### config.mk
export PLATFORM = sky130hd
export DESIGN_NAME = mult_simple
export DESIGN_NICKNAME = d
export VERILOG_FILES = /design/src/rtl/mult_simple.sv
export SDC_FILE = /design/constraint.sdc
export NUM_CORES = 1
export LEC_CHECK = 0
export ABC_AREA = 1
export CORE_AREA = 5 5 49 47
export CTS_BUF_LIST = sky130_fd_sc_hd__clkbuf_16
export DETAILED_ROUTE_END_ITERATION = 16
export DIE_AREA = 0 0 54 52
export HOLD_SLACK_MARGIN = 0.03
export MAX_ROUTING_LAYER = met4
export PLACE_DENSITY = 0.79
export SYNTH_ARGS = -nofsm -noshare
export SYNTH_HDL_FRONTEND = slang
export SYNTH_SLANG_ARGS = --single-unit
### constraint.sdc
create_clock -name clk -period 5.15 [get_ports clk]
set_input_delay 0.7725 -clock clk [delete_from_list [all_inputs] [get_ports clk]]
set_output_delay 0.7725 -clock clk [all_outputs]
set_load 0.005 [all_outputs]
### src/rtl/mult_simple.sv
// rtl/mult_simple.sv - registered signed multiplier built from a partial-product adder tree.
// Optional input register stage enabled by MULT_SIMPLE_INPUT_REG_EN.
module mult_simple #(
  parameter int WIDTH = 4
) (
  input  logic               clk,
  input  logic               rst,
  input  logic [WIDTH-1:0]   a,
  input  logic [WIDTH-1:0]   b,
  output logic [2*WIDTH-1:0] c
);

  localparam int P      = 2 * WIDTH;
  localparam int LEVELS = $clog2(WIDTH);
  localparam int NP     = 1 << LEVELS;

  logic [WIDTH-1:0] op_a;
  logic [WIDTH-1:0] op_b;

`ifdef MULT_SIMPLE_INPUT_REG_EN
  logic [WIDTH-1:0] a_q, a_d;
  logic [WIDTH-1:0] b_q, b_d;

  always_comb begin
    a_d = a;
    b_d = b;
  end

  always_ff @(posedge clk) begin
    if (rst) begin
      a_q <= '0;
      b_q <= '0;
    end else begin
      a_q <= a_d;
      b_q <= b_d;
    end
  end

  assign op_a = a_q;
  assign op_b = b_q;
`else
  assign op_a = a;
  assign op_b = b;
`endif

  logic [P-1:0] a_ext;
  logic [P-1:0] pp [NP];

  assign a_ext = {{WIDTH{op_a[WIDTH-1]}}, op_a};

  // The MSB of b carries negative weight, so its row is subtracted.
  always_comb begin
    for (int i = 0; i < NP; i++) begin
      pp[i] = '0;
    end
    for (int i = 0; i < WIDTH - 1; i++) begin
      pp[i] = op_b[i] ? (a_ext << i) : '0;
    end
    pp[WIDTH-1] = op_b[WIDTH-1] ? (P'(0) - (a_ext << (WIDTH - 1))) : '0;
  end

  genvar l, n;
  for (l = 0; l <= LEVELS; l++) begin : g_lvl
    logic [P-1:0] s [NP >> l];
    if (l == 0) begin : g_leaf
      for (n = 0; n < NP; n++) begin : g_n
        assign s[n] = pp[n];
      end
    end else begin : g_sum
      for (n = 0; n < (NP >> l); n++) begin : g_n
        assign s[n] = g_lvl[l-1].s[2*n] + g_lvl[l-1].s[2*n+1];
      end
    end
  end

  logic [P-1:0] c_q, c_d;

  assign c_d = g_lvl[LEVELS].s[0];

  always_ff @(posedge clk) begin
    if (rst) begin
      c_q <= '0;
    end else begin
      c_q <= c_d;
    end
  end

  assign c = c_q;

endmodule

==> flow_metrics.py, run 1 <==
metrics = {
    "route": {
        "route.detailed.drc": 0,
        "detail-route-antenna-nets": 0,
        "route.detailed.vias_per_inst": 4.46,
        "route.vias.total": 744,
        "drt_pre_antenna_iters": 4,
        "totalWireLength_um": 1510,
        "wire_per_inst_um": 9.02,
        "detail_route.iter0.violations": 6,
    },
    "clock_tree": {
        "tritoncts": "done",
        "cts-root-to-sink-buffers": 2,
        "clock_sinks": 8,
        "cts_buffers": 3,
        "number_of_hold_buffers_added_after_cts": 0,
        "post_cts.resized_instances": 0,
        "ctsRootBufferMaster": "sky130_fd_sc_hd__clkbuf_16",
        "cts.clk_slew.worst_paths_ns": 0.03,
        "cts_post_setup_buffers_inserted": 0,
        "cts-htree-levels": 1,
    },
    "global_routing": {
        "first_global_vias": 687,
        "grt_start_max_net_pins": 10,
        "grt_antenna_before_repair": 0,
        "total_global_route_track_usage_pct": 12.2,
        "overflow": 0,
        "grt_first_pass_wirelength_um": 2520,
    },
    "place": {
        "dp.final_hpwl_um": 1350,
        "numPortBuffers": 17,
        "routabilityCongestion": 0.805,
    },
    "synth": {
        "postSynthCellCount": 123,
        "netlist_area_um2": 871,
        "synth_top_area_share_pct": 23.0,
        "yosysWarnings": 0,
        "synth_top_cell_by_area": "sky130_fd_sc_hd__fa_1",
        "syn-num-nets": 150,
        "seq_area_frac_synth_pct": 18.4,
        "synth_area_per_inst_um2": 7.08,
        "synth_cell_types": 17,
        "synth_area_leaders": "sky130_fd_sc_hd__fa_1 (23%), sky130_fd_sc_hd__dfxtp_1 (18%), sky130_fd_sc_hd__inv_1 (14%), sky130_fd_sc_hd__nand2_1 (12%), sky130_fd_sc_hd__ha_1 (10%)",
        "yosys_register_bits": 8,
    },
    "die": {
        "core.rowCount": 15,
        "start_util_pct": 48.8,
        "dieArea_mm2": 0.00281,
        "floorplan.die.width_um": 54,
        "floorplan.die.height_um": 52,
        "core_area_mm2": 0.00178,
        "floorplan.io_pins": 18,
    },
    "critical_path": {
        "worst_ep_required_time_ns": 5.27,
        "critical_path.endpoint_type": "flop",
        "setup.worst_path.class": "input port to flop",
        "critPathMaxFanout": 6,
        "worst-endpoint-arrival_ns": 3.90,
        "setup.worst_path.start_class": "input port",
    },
    "power_and_ir_drop": {
        "pwrdens_mw_per_mm2": 287,
        "p_total_uw": 326,
        "static_leakage_nw": 0.631,
        "irDropWorstVdd_uv": 189,
    },
    "layout": {
        "leading_cell_type_in_the_layout_fill_and_taps_excluded": "sky130_fd_sc_hd__inv_1",
        "layout-drive-gt1-share_pct": 10.6,
        "final_net_count": 171,
        "most-common-layout-cells": "sky130_fd_sc_hd__inv_1 (33), sky130_fd_sc_hd__nand2_1 (27), sky130_fd_sc_hd__clkdlybuf4s50_1 (17), sky130_fd_sc_hd__nor2_1 (10), sky130_fd_sc_hd__fa_1 (10)",
        "area.growth.synth_to_final_pct": 30.5,
        "antennaDiodeCount": 0,
        "largest_reg_flops": 8,
    },
    "timing": {
        "fmaxAchievable_ghz": 0.264,
        "finalSetupViolCount": 0,
        "slew-limit-headroom_pct": 75.9,
        "fin_crit_ns": 3.78,
        "timing.final.max_slew_violations": 0,
        "grt_setup_unrepaired": "false",
        "final_min_period_over_clock_period_pct": 73.5,
        "timing_hold_violations_final": 0,
        "slew_at_the_pin_closest_to_its_max_slew_limit_ns": 0.360,
        "finalSetupTns_ns": 0,
    },
    "min_path": {
        "holdCritPathClass": "input port to flop",
    },
    "flow_run": {
        "maxCapViolCount": 0,
    },
    "outcome": {
        "run_status": "completed",
    },
}
==> through the flow <==
| step | utilization, % | hold slack, ns | cell area, um2 | setup slack (ns) | instances |
|---|---|---|---|---|---|
| 2_1_floorplan | - | 0.839 | 871 | 1.89 | 123 |
| 3_3_place_gp | 59.5 | 1.45 | 1060 | 1.22 | 164 |
| 3_5_place_dp | 59.5 | 1.45 | 1060 | 1.15 | 164 |
| 4_1_cts | 63.7 | 1.22 | 1140 | 1.38 | 167 |
| 5_1_grt | 63.7 | 1.27 | 1140 | 1.16 | 167 |
| 6_report | 63.7 | 1.22 | 1140 | 1.37 | 167 |
==> where the power goes <==
part           switching [mW]  internal [mW]  leakage, nW
Sequential            0.00276         0.0734       0.0665
Clock                  0.0253         0.0996       0.0370
Combinational          0.0656         0.0597        0.528
==> worst max-delay path, stage by stage <==
cell                              delay (ns)
sky130_fd_sc_hd__clkdlybuf4s50_1        0.56
sky130_fd_sc_hd__inv_1                  0.09
sky130_fd_sc_hd__ha_1                   0.24
sky130_fd_sc_hd__o21ai_0                0.18
sky130_fd_sc_hd__a21oi_1                0.08
sky130_fd_sc_hd__fa_1                   0.48
sky130_fd_sc_hd__inv_1                  0.05
sky130_fd_sc_hd__fa_1                   0.49
sky130_fd_sc_hd__inv_1                  0.04
sky130_fd_sc_hd__ha_1                   0.36
sky130_fd_sc_hd__nand2_1                0.08
sky130_fd_sc_hd__nor2_1                 0.04
sky130_fd_sc_hd__nor2_1                 0.10
sky130_fd_sc_hd__nand2_1                0.06
sky130_fd_sc_hd__nand2_1                0.07
sky130_fd_sc_hd__inv_2                  0.04
sky130_fd_sc_hd__nor2_1                 0.10
sky130_fd_sc_hd__nor2_2                 0.05
==> cells by family after synthesis <==
kind of cell	Yosys count	share of synthesized area, %
and+or+nand+nor	54	27.2
DFF	8	18.4
xor gates and xnor gates	1	1.01
AOI/OAI and AO/OA	6	3.59
adders and majority gates	17	33.0
buffers and inverters	37	16.8
==> cells in the mapped netlist <==
cell type and n:
sky130_fd_sc_hd__nor2_1 10, sky130_fd_sc_hd__nand2_1 27, sky130_fd_sc_hd__nand3_1 6, sky130_fd_sc_hd__nor4_1 1, sky130_fd_sc_hd__fa_1 10, sky130_fd_sc_hd__nor3_1 1
sky130_fd_sc_hd__inv_1 33, sky130_fd_sc_hd__buf_6 1, sky130_fd_sc_hd__dfxtp_1 8, sky130_fd_sc_hd__nand2_2 8, sky130_fd_sc_hd__ha_1 7, sky130_fd_sc_hd__nor2_2 1
sky130_fd_sc_hd__a31oi_1 1, sky130_fd_sc_hd__xor2_1 1, sky130_fd_sc_hd__a21oi_1 3, sky130_fd_sc_hd__o21ai_0 2, sky130_fd_sc_hd__inv_2 3
==> final timing paths <==
| path | start | end | cells past startpoint |
|---|---|---|---|
| worst max-delay path | a[0] | c[7] | 18 |
| worst min-delay path | rst | c[4] | 2 |
==> cell type report <==
class	instances	area, um2
Fill cell	169	647
Multi-Input combinational cell	78	564
Timing Repair Buffer	17	170
Sequential cell	8	160
Inverter	36	135
Clock buffer	3	75.1
Tap cell	25	31.3
==> metal layers <==
| layer | GRT usage, % | wire length (um) | vias to the layer above |
|---|---|---|---|
| met5 | - | 0 | - |
| met4 | 4.15 | 0 | 0 |
| met3 | 2.01 | 88 | 0 |
| met2 | 23.0 | 757 | 21 |
| met1 | 12.5 | 662 | 330 |
| li1 | - | - | 393 |
Note: power is estimated with default switching activity, not from simulation.
==> run 2, diff against run 1 <==
CORE_AREA = 5 5 50 48   (was 5 5 49 47)
DIE_AREA = 0 0 55 53   (was 0 0 54 52)
PLACE_DENSITY = 0.76   (was 0.79)
clock period = 3.5 ns   (was 5.15 ns; I/O delays follow)
==> flow_metrics.py, run 2 (synthesis results as in run 1) <==
metrics = {
    "timing": {
        "fmaxAchievable_ghz": 0.299,
        "finalSetupViolCount": 0,
        "final.hold.worst_slack_ns": 0.967,
        "slew_at_the_pin_closest_to_its_max_slew_limit_ns": 0.261,
        "layout_setup_ws_ns": 0.157,
        "fin_crit_ns": 3.34,
        "slew-limit-headroom_pct": 82.5,
        "timing.final.max_slew_violations": 0,
        "timing_hold_violations_final": 0,
        "finalSetupTns_ns": 0,
        "final_min_period_over_clock_period_pct": 95.5,
    },
    "place": {
        "preCtsSetupSlack_ns": -0.152,
        "place.detailed.instances": 173,
        "routabilityCongestion": 0.803,
        "numPortBuffers": 17,
        "placed_cell_area_mm2": 0.00113,
        "dp.final_hpwl_um": 1540,
    },
    "layout": {
        "area.growth.synth_to_final_pct": 40.7,
        "leading_cell_type_in_the_layout_fill_and_taps_excluded": "sky130_fd_sc_hd__inv_1",
        "final_net_count": 180,
        "antennaDiodeCount": 0,
        "largest_reg_flops": 8,
        "most-common-layout-cells": "sky130_fd_sc_hd__inv_1 (33), sky130_fd_sc_hd__nand2_1 (27), sky130_fd_sc_hd__clkdlybuf4s50_1 (17), sky130_fd_sc_hd__nor2_1 (10)",
        "stdcell_count": 176,
        "layout.core_utilization_pct": 67.3,
        "final_cell_area_mm2": 0.00122,
        "layout-drive-gt1-share_pct": 17.9,
    },
    "die": {
        "floorplan.die.width_um": 55,
        "core_area_mm2": 0.00182,
        "dieArea_mm2": 0.00292,
        "core.rowCount": 15,
        "start_util_pct": 47.8,
        "floorplan.die.height_um": 53,
        "floorplan.io_pins": 18,
    },
    "critical_path": {
        "cp-endpoint": "c[7]",
        "crit_family": "adder cells",
        "worstPathCellList": "clkdlybuf4s50_1 -> inv_1 -> ha_1 -> nand2_1 -> inv_1 -> fa_1 -> inv_1 -> fa_1 -> fa_2 -> inv_1 -> nand3_1 -> nand2_1 -> nand2_1 -> nand2_1 -> inv_2 -> nor2_1 -> nor2_2",
        "setup.worst_path.class": "input port to flop",
        "timing.critical_path.depth": 17,
        "setup.worst_path.start_class": "input port",
        "worst_ep_required_time_ns": 3.62,
        "slowest_stage": "sky130_fd_sc_hd__fa_1",
        "critPathMaxFanout": 3,
        "worst_setup_path_startpoint": "a[0]",
        "worst-endpoint-arrival_ns": 3.47,
        "critical_path.endpoint_type": "flop",
        "peak_per_stage_delay_on_the_critical_path_ns": 0.51,
        "cp_num_buf_inv": 6,
    },
    "global_routing": {
        "total_global_route_track_usage_pct": 16.5,
        "grt_antenna_before_repair": 0,
        "grt_first_pass_wirelength_um": 3320,
        "grt_start_max_net_pins": 8,
        "overflow": 0,
        "first_global_vias": 874,
    },
    "clock_tree": {
        "cts.clk_slew.worst_paths_ns": 0.04,
        "cts-htree-levels": 1,
        "clock_sinks": 8,
        "cts-root-to-sink-buffers": 2,
        "cts_post_setup_buffers_inserted": 0,
        "post_cts.resized_instances": 0,
        "number_of_hold_buffers_added_after_cts": 0,
        "tritoncts": "done",
        "ctsRootBufferMaster": "sky130_fd_sc_hd__clkbuf_16",
        "cts_buffers": 3,
    },
    "route": {
        "totalWireLength_um": 1890,
        "detail-route-antenna-nets": 0,
        "wire_per_inst_um": 10.7,
        "drt_pre_antenna_iters": 4,
        "route.detailed.drc": 0,
        "route.vias.total": 812,
        "route.detailed.vias_per_inst": 4.61,
        "detail_route.iter0.violations": 4,
    },
    "power_and_ir_drop": {
        "pwrdens_mw_per_mm2": 427,
        "p_total_uw": 523,
        "static_leakage_nw": 0.674,
        "irDropWorstVdd_uv": 291,
    },
    "min_path": {
        "holdCritPathClass": "input port to flop",
    },
    "flow_run": {
        "maxCapViolCount": 0,
    },
    "outcome": {
        "run_status": "completed",
    },
}
==> run 2: changes by cell type in the layout (fill, tap and decap cells not counted) <==
cell / before / now
sky130_fd_sc_hd__nor4_1: 1 / 0
sky130_fd_sc_hd__fa_1: 10 / 9
sky130_fd_sc_hd__ha_4: 0 / 1
sky130_fd_sc_hd__nor4_2: 0 / 1
sky130_fd_sc_hd__buf_4: 0 / 9
sky130_fd_sc_hd__o21ai_0: 2 / 1
sky130_fd_sc_hd__o21ai_1: 0 / 1
sky130_fd_sc_hd__ha_1: 7 / 6
sky130_fd_sc_hd__fa_2: 0 / 1
==> run 2: cell type report <==
type	instances	area (um2)
Multi-Input combinational cell	78	586
Sequential cell	8	160
Tap cell	25	31.3
Timing Repair Buffer	26	238
Inverter	36	135
Fill cell	160	596
Clock buffer	3	75.1
==> run 2: how the worst min path moves through the flow <==
stage | start | to | slack (ns) | cells after the start
3_3_place_gp | rst | c[4] | 1.21 | 2
6_report | rst | c[4] | 0.97 | 2
5_1_grt | rst | c[4] | 1.02 | 2
4_1_cts | rst | c[4] | 0.97 | 2
2_1_floorplan | rst | c[4] | 0.59 | 1
3_5_place_dp | rst | c[4] | 1.21 | 2
==> run 2: layer usage <==
metal	global-route usage (%)	vias up	part of all wire (%)
li1	-	414	-
met1	14.7	369	37
met2	32.3	26	56
met3	2.25	3	5.8
met4	8.91	0	1.4
met5	-	-	0
==> run 2: power by group <==
part | total [mW] | internal [mW] | switching (mW)
clock network | 0.191 | 0.147 | 0.0437
registers | 0.112 | 0.108 | 0.00420
logic | 0.220 | 0.112 | 0.108
==> run 3, diff against run 2 <==
ABC_CLOCK_PERIOD_IN_PS = 3500   (was default)
==> results of run 3 <==
No change in the layout: final DEF, timing and power equal those of run 2.
